**src/rtl/mem_refill_ctrl.sv**
```systemverilog
// mem_refill_ctrl: memory-side refill engine for a cache line miss.
//
// This block takes a line-miss request and reads the whole line from memory.
// It starts with the missed (critical) word and wraps around the line.
// It returns each word to the cache controller as soon as the word arrives.
// When the last word is captured, it presents the assembled line with a
// one-cycle valid pulse.
//
// Ports
//   clk            clock, all state changes on the rising edge
//   rst            synchronous reset, active low
//   req_cc2mem     level refill request, held by the controller until served
//   adr_cc2mem     miss address; word-in-line field selects the critical word
//   ack_mem2cc     one-cycle pulse per returned word (registered)
//   dat_mem2cc     returned word, valid with ack_mem2cc
//   word_mem2mshr  line word index of dat_mem2cc
//   line_mem2cc    assembled line, word i in slot i
//   line_vld       one-cycle pulse when all words of the line are captured
//   err_mem2cc     one-cycle pulse when a beat timed out and the burst aborted
//   mem_req        memory read request, high for the whole burst
//   mem_adr        memory word address {line base, word index, byte offset 0}
//   mem_ack        memory returns mem_dat this cycle
//   mem_dat        memory read data
module mem_refill_ctrl #(
  parameter int unsigned ADR_WIDTH     = 32,
  parameter int unsigned DATA_WIDTH    = 32,
  parameter int unsigned WORD_OFFSET   = 2,
  // Must equal DATA_WIDTH * 2**WORD_OFFSET.
  parameter int unsigned DATAMEM_WIDTH = 128,
  parameter int unsigned TIMEOUT       = 255
) (
  input  logic                     clk,
  input  logic                     rst,
  input  logic                     req_cc2mem,
  input  logic [ADR_WIDTH-1:0]     adr_cc2mem,
  output logic                     ack_mem2cc,
  output logic [DATA_WIDTH-1:0]    dat_mem2cc,
  output logic [WORD_OFFSET-1:0]   word_mem2mshr,
  output logic [DATAMEM_WIDTH-1:0] line_mem2cc,
  output logic                     line_vld,
  output logic                     err_mem2cc,
  output logic                     mem_req,
  output logic [ADR_WIDTH-1:0]     mem_adr,
  input  logic                     mem_ack,
  input  logic [DATA_WIDTH-1:0]    mem_dat
);

  localparam int unsigned Beats   = 2 ** WORD_OFFSET;
  localparam int unsigned ByteOff = $clog2(DATA_WIDTH / 8);
  localparam int unsigned BaseW   = ADR_WIDTH - WORD_OFFSET - ByteOff;
  // The timeout counter is 8 bits wide.
  // The abort happens on the TIMEOUT-th consecutive silent cycle.
  localparam logic [7:0]  TmoLast = 8'(TIMEOUT - 1);

  typedef enum logic [1:0] {StIdle, StBurst, StDone, StHold} state_e;

  state_e                   state_q, state_d;
  logic [BaseW-1:0]         base_q, base_d;
  logic [WORD_OFFSET-1:0]   widx_q, widx_d;
  logic [WORD_OFFSET-1:0]   beat_q, beat_d;
  logic [7:0]               tmo_q, tmo_d;
  logic                     ack_q, ack_d;
  logic [DATA_WIDTH-1:0]    dat_q, dat_d;
  logic [WORD_OFFSET-1:0]   word_q, word_d;
  logic [DATAMEM_WIDTH-1:0] line_q, line_d;
  logic                     err_q, err_d;

  logic last_beat;
  logic timeout;
  logic unused_adr_bits;

  // mem_ack only counts while mem_req is high, which is exactly the BURST state.
  assign last_beat = (state_q == StBurst) && mem_ack && (beat_q == {WORD_OFFSET{1'b1}});
  assign timeout   = (state_q == StBurst) && !mem_ack && (tmo_q == TmoLast);

  // The byte offset within a word is irrelevant to a line refill.
  assign unused_adr_bits = ^adr_cc2mem[ByteOff-1:0];

  // State register
  always_ff @(posedge clk) begin
    if (!rst) begin
      state_q <= StIdle;
    end else begin
      state_q <= state_d;
    end
  end

  // Next-state logic
  always_comb begin
    state_d = state_q;
    unique case (state_q)
      StIdle:  if (req_cc2mem) state_d = StBurst;
      StBurst: begin
        // A dropped request does not cut the burst short.
        // This keeps the line consistent.
        if (last_beat) begin
          state_d = StDone;
        end else if (timeout) begin
          state_d = StHold;
        end
      end
      StDone:  state_d = StHold;
      // A request that is still held must not start a second burst.
      StHold:  if (!req_cc2mem) state_d = StIdle;
      default: state_d = StIdle;
    endcase
  end

  // Output logic decoded from state
  always_comb begin
    mem_req  = (state_q == StBurst);
    line_vld = (state_q == StDone);
  end

  // Datapath next-state
  always_comb begin
    base_d = base_q;
    widx_d = widx_q;
    beat_d = beat_q;
    tmo_d  = tmo_q;
    ack_d  = 1'b0;
    dat_d  = dat_q;
    word_d = word_q;
    line_d = line_q;
    err_d  = 1'b0;
    unique case (state_q)
      StIdle: begin
        if (req_cc2mem) begin
          base_d = adr_cc2mem[ADR_WIDTH-1 -: BaseW];
          widx_d = adr_cc2mem[ByteOff +: WORD_OFFSET];
          beat_d = '0;
          tmo_d  = '0;
        end
      end
      StBurst: begin
        if (mem_ack) begin
          // Slots are overwritten one at a time.
          // The previous line stays visible until its slot is refilled.
          for (int unsigned i = 0; i < Beats; i++) begin
            if (widx_q == WORD_OFFSET'(i)) begin
              line_d[i*DATA_WIDTH +: DATA_WIDTH] = mem_dat;
            end
          end
          ack_d  = 1'b1;
          dat_d  = mem_dat;
          word_d = widx_q;
          widx_d = widx_q + 1'b1;  // wraps within the line
          beat_d = beat_q + 1'b1;
          tmo_d  = '0;
        end else begin
          tmo_d = tmo_q + 8'd1;
          err_d = timeout;
        end
      end
      default: ;
    endcase
  end

  // Datapath registers
  always_ff @(posedge clk) begin
    if (!rst) begin
      base_q <= '0;
      widx_q <= '0;
      beat_q <= '0;
      tmo_q  <= '0;
      ack_q  <= 1'b0;
      dat_q  <= '0;
      word_q <= '0;
      line_q <= '0;
      err_q  <= 1'b0;
    end else begin
      base_q <= base_d;
      widx_q <= widx_d;
      beat_q <= beat_d;
      tmo_q  <= tmo_d;
      ack_q  <= ack_d;
      dat_q  <= dat_d;
      word_q <= word_d;
      line_q <= line_d;
      err_q  <= err_d;
    end
  end

  assign ack_mem2cc    = ack_q;
  assign dat_mem2cc    = dat_q;
  assign word_mem2mshr = word_q;
  assign line_mem2cc   = line_q;
  assign err_mem2cc    = err_q;
  assign mem_adr       = {base_q, widx_q, {ByteOff{1'b0}}};

endmodule
```
**config.mk**
```make
export PLATFORM = sky130hd
export DESIGN_NAME = mem_refill_ctrl
export DESIGN_NICKNAME = d
export VERILOG_FILES = /design/src/rtl/mem_refill_ctrl.sv
export SDC_FILE = /design/constraint.sdc
export NUM_CORES = 1
export LEC_CHECK = 0
export CAP_MARGIN = 20
export CELL_PAD_IN_SITES_DETAIL_PLACEMENT = 1
export CELL_PAD_IN_SITES_GLOBAL_PLACEMENT = 1
export CORE_ASPECT_RATIO = 2
export CORE_MARGIN = 2
export CORE_UTILIZATION = 33
export DETAILED_ROUTE_END_ITERATION = 8
export GPL_TIMING_DRIVEN = 0
export PLACE_DENSITY_LB_ADDON = 0.1
export SYNTH_ARGS = -nofsm -noshare
export SYNTH_HDL_FRONTEND = slang
export SYNTH_SLANG_ARGS = --single-unit
```
**constraint.sdc**
```tcl
create_clock -name clk -period 1.8 [get_ports clk]
set_input_delay 0.18 -clock clk [delete_from_list [all_inputs] [get_ports clk]]
set_output_delay 0.18 -clock clk [all_outputs]
set_load 0.01 [all_outputs]
```
# Word level (Yosys, flattened, before mapping)
# Index checks and enable logic that the tools add are counted.
# word_totals
register_bits	206
latchBits	0
ram_bits	0
romBits	0
in_bits	68
out_inout_bits	198
wordCells	64
n_memories	0
# classes
n_addsub	3
n_mul	0
div_mod_pow	0
magnitude_cmp	0
n_eq_ne	12
shifts	0
n_mux	15
bitwise	2
reduce_logical	19
# op_table
operator	count
$reduce_and 3->1	6
$mux 2	8
$mux 8	2
$pmux 8 s2	1
$eq 2x2->1 const B	5
$add 8x1->8 const B	1
$eq 8x8->1 const B	1
$pmux 2 s2	2
$pmux 2 s4	1
$reduce_and 2->1	4
$add 2x1->2 const B	2
$eq 2x1->1 const B	2
$logic_and 1x1->1	4
$logic_not 2->1	2
$ne 2x2->1 const B	2
$ne 3x1->1 const B	1
$reduce_or 3->1	1
$ne 2x1->1 const B	1
$not 1->1	2
$reduce_bool 2->1	1
$logic_not 1->1	1
$mux 1	1

# Logic depth before layout (Yosys ltp)
# Gate-level depths: netlist of run 1.
# depth
ltp_word	6
mapped_depth	8
depth_no_buf	6

# Worst setup path before layout of run 1
# Ideal clock, no wire load.
# synth_path
path_type	register to register
start	register state_q[1]
end	register tmo_q[4]
setup_ns	0.114
t_arrival_ns	1.425
required_time_ns	1.686
setup_slack_ns	0.261
path_stages_with_launch	8
path_buffers	1
synth_period_minus_slack_ns	1.539
cell_sequence	dfxtp_1 inv_1 ha_1 buf_6 mux2_2 nand4_1 xor2_1 nor2_1
# synth_via
elab_chain_cells	3
word_cells_on_any_way	6
classes_between	eq/ne (2); mux (1); reduce/logical (3)
# synth_rtl
item	line_no	source
start: declaration	57	state_e state_q, state_d;
start signal: assignment	82	state_q <= StIdle;
start signal: assignment	84	state_q <= state_d;
$eq 2x1->1 (*)	--	
named net mem_req	42	output logic mem_req,
$reduce_bool 2->1 (no line)	--	
$reduce_and 2->1 (no line)	--	
end signal: assignment	175	tmo_q <= tmo_d;
end: declaration	61	logic [7:0] tmo_q, tmo_d;
# Mark *: on every way through the listed nets, which the timed path passes. The rest lies on a longest branch.
# A chain may end at the register's enable or synchronous reset.

# Worst setup path in the final report of run 1
# layout_path
start	register widx_q[1]
end	output port mem_adr[3]
# layout_lines
item	line_no	source
start: declaration	59	logic [WORD_OFFSET-1:0] widx_q, widx_d;
start signal: assignment	173	widx_q <= widx_d;
end: declaration	43	output logic [ADR_WIDTH-1:0] mem_adr,
# No word-level cell between the ends.

==> results of run 1 <==
[per-stage QoR]
stage,std cells,worst slack (ns),utilization [%],TNS (ns),cell area [sq um]
6_report,1514,0.0741,49.3,0,11500
5_1_grt,1514,-0.00769,49.3,-0.00769,11500
4_1_cts,1514,0.00149,49.2,0,11500
3_5_place_dp,1478,-0.264,46.2,-21.74,10800
3_3_place_gp,1478,-0.240,46.2,-19.64,10800
2_1_floorplan,935,0.261,-,0,7830
[final cells by class]
cell class,count,area (sq um),area share [%]
Tap cell,283,354,3.08
Clock buffer,26,584,5.08
Timing Repair Buffer,260,2600,22.6
Inverter,7,26.3,0.229
Sequential cell,206,4130,35.9
Multi-Input combinational cell,656,3210,27.9
Clock inverter,10,104,0.903
Buffer,66,492,4.28
[cells by family after synthesis]
| logic type | Yosys count | synth area share, % |
|---|---|---|
| adders and majority gates | 11 | 1.76 |
| muxes | 2 | 0.320 |
| AOI/OAI and AO/OA | 205 | 15.1 |
| buffers and inverters | 73 | 6.48 |
| and+or+nand+nor | 430 | 22.9 |
| xor gates and xnor gates | 6 | 0.672 |
| DFF | 206 | 52.7 |
| other | 1 | 0.0479 |
[state kept, by name, summed over array words and instances, names as in the netlist]
| register | flops |
|---|---|
| base_q | 28 |
| ack_mem2cc | 1 |
| tmo_q | 8 |
| widx_q | 2 |
| dat_mem2cc | 32 |
| err_mem2cc | 1 |
| line_mem2cc | 128 |
| word_mem2mshr | 2 |
| state_q | 2 |
| beat_q | 2 |
[per-layer routing]
layer  vias up  GRT usage, %
met5         -             0
met4         0          7.16
met3        44          4.57
met2       193          45.0
met1      3516          22.6
li1       3568             -
[layout by cell type (no fill, tap or decap), types with 4 or more instances in the layout]
master           synthesis  routed
buf_4                    6       8
nor2_1                  13      13
clkinv_2                 0       7
a21oi_2                 30      30
nand2_4                  4       4
and3_1                   5       5
dfxtp_1                206     204
buf_2                   29      26
nand2_2                 32      32
buf_6                   15      15
ha_1                    11      10
clkbuf_8                 0       4
nand2_1                357     357
clkbuf_1                 6       7
clkdlybuf4s50_1          0     258
a21oi_1                163     163
inv_1                    7       7
clkbuf_16                0      21
buf_1                    5       4
[synth_stat cells (2+ instances only)]
master	instances	area [sq um]
a211oi_1	2	15.0
and2b_1	2	15.0
nand2_4	4	45.0
clkbuf_1	6	22.5
xor2_1	3	26.3
nand4_1	3	18.8
buf_6	15	169
a211oi_2	2	25.0
a21oi_1	163	816
buf_12	3	60.1
buf_2	29	145
nand3_1	3	15.0
a21oi_2	30	263
o21ai_0	3	15.0
nand2_1	357	1340
buf_4	6	45.0
and3_1	5	31.3
xnor2_1	3	26.3
dfxtp_1	206	4120
nor2_1	13	48.8
ha_1	11	138
nand2_2	32	200
nor3_1	3	15.0
buf_1	5	18.8
inv_1	7	26.3
[power by group]
group | internal [mW] | leakage (nW) | switching [mW]
registers | 5.01 | 1.67 | 0.283
logic | 1.66 | 2.02 | 1.98
clock network | 2.59 | 0.349 | 1.85
[worst min path at each step]
stage | startpoint | endpoint | slack, ns | cells past startpoint
after floorplan | mem_dat[10] | line_mem2cc[10]$_SDFFE_PN0P_ | 0.31 | 2
after global placement | beat_q[1]$_SDFFE_PN0P_ | beat_q[1]$_SDFFE_PN0P_ | 0.44 | 2
after detailed placement | line_mem2cc[31]$_SDFFE_PN0P_ | line_mem2cc[31]$_SDFFE_PN0P_ | 0.45 | 2
after CTS | req_cc2mem | state_q[0]$_SDFFE_PN0P_ | 0.18 | 4
after global routing | adr_cc2mem[19] | base_q[15]$_SDFFE_PN0P_ | 0.23 | 3
final | req_cc2mem | state_q[0]$_SDFFE_PN0P_ | 0.20 | 4
[timing repair]
item | in CTS | in global routing
resized for setup | 6 | 7
setup endpoints to repair | 40 | 40
pin swaps | 0 | 0
==> results.md, run 1 <==
* Yosys reg bits at 206
* Req. time, crit path at 1.62 ns
* Async SR Flop Fraction at 0%
* Vias per cell at 4.84
* Synthesized instance count at 934
* WP buf/inv at 1
* Min Tclk post-route at 1.73 ns
* Clk buf depth at 3
* All-Layer GR Usage at 22.5%
* Metal2 WL at 16.2 mm
* Syn Area/Cell at 8.38 sq um
* Yosys warnings at 0
* Skew-Pair Late Insertion Delay at 0.50 ns
* Fmax at 579 MHz
* IO buf count at 260
* Slew HR at 58.0%
* Global route overflow at 0
* Max-cap violations at 0
* WHS at 0.203 ns
* Pins Over Slew Limit at 0
* Pwr per Cell Area at 1160 nW/um^2
* Critical Path, Cell by Cell: clkdlybuf4s50_1
* Number of global-route vias before repair at 7638
* Total chip power at 13.4 mW
* Crit path depth at 1
* Reg2reg end: line_mem2cc[125]$_SDFFE_PN0P_
* TritonCTS Buffers at 21
* Post-synth EDFFs at 0
* Largest net degree at the start of global routing at 15
* Setup crit start: widx_q[1]$_SDFFE_PN0P_
* Startpoint Class: flip-flop
* Delay-heaviest family, CP: buffers and inverters
* Max VDD drop at 732 uV
* Worst setup EP type: primary output
* Tcrit/Tclk final at 95.9%
* Initial DRT Pass Iterations at 9
* FP Rows at 79
* Initial DRC count at 246
* CP max stage cell: clkdlybuf4s50_1
* Initial Utilization at 33.5%
* DRC Markers at 22
* Clock root cell: clkbuf_16
* Post-DP HPWL at 22.0 mm
* Unrepaired setup endpoints after global routing: true
* Num ports at 266
* CP Capture Point: mem_adr[3]
* Final nets at 1297
* Hold Buf Count CTS at 0
* Vias after detailed routing at 7321
* Core ar. at 23300 sq um
* Worst-path maximum fanout at 5
* CTS tree: yes
* Initial antenna violation count at 0
* Yosys cell types at 43
* Clock Skew at 0.0162 ns
* Post-CTS Setup Inserts at 0
* Top FF cell, synth: dfxtp_1
* Worst EP arrival at 1.55 ns
* Met3 WL post-DR at 1.74 mm
* Status: complete, but fails checks
* DRT met1 WL at 10.0 mm
* Area delta synth->final at 46.9%
* Mapped Area at 7830 sq um
* WL/cell at 19.0 microns
* Least-Margin Pin Slew at 0.630 ns
* Layout cells sized above 1 at 13.6%
* Register-to-register setup slack at 0.11 ns
* Final setup vio count at 0
* Failing checks: design-rule violations
* Hold crit path type: in -> reg
* Seq/Total Area, Yosys at 52.7%
* Reg2Reg Depth at 7
* Die width at 113 microns
* Max Used Layer: met4
* Reg-to-Reg Start: state_q[1]$_SDFFE_PN0P_
* DIE AREA at 25000 sq um
* Clk pin slew, worst setup/hold paths at 0.06 ns
* Die extent in y at 222 microns
* Routability cong. at 0.794
* Final Hold Fails at 0
* Antenna Cells at 0
* Leakage power at 4.03 nW
* Routed wire length at 28.8 mm
* H-tree lvl count at 1
* First-pass GRT wire length at 43.7 mm
* Final antenna-violating net count at 0
* Critical path's largest stage delay at 0.59 ns
* CTS sink cnt at 206
* Fillers at 2774
* CP Class: reg -> out
No activity file was read; power rests on OpenSTA's default activity.
==> inputs of run 2 (changes only) <==
- CTS_CLUSTER_SIZE: default -> 25
==> results of run 2 <==
Same layout as run 1: the final DEF is identical, and so are final timing and power.
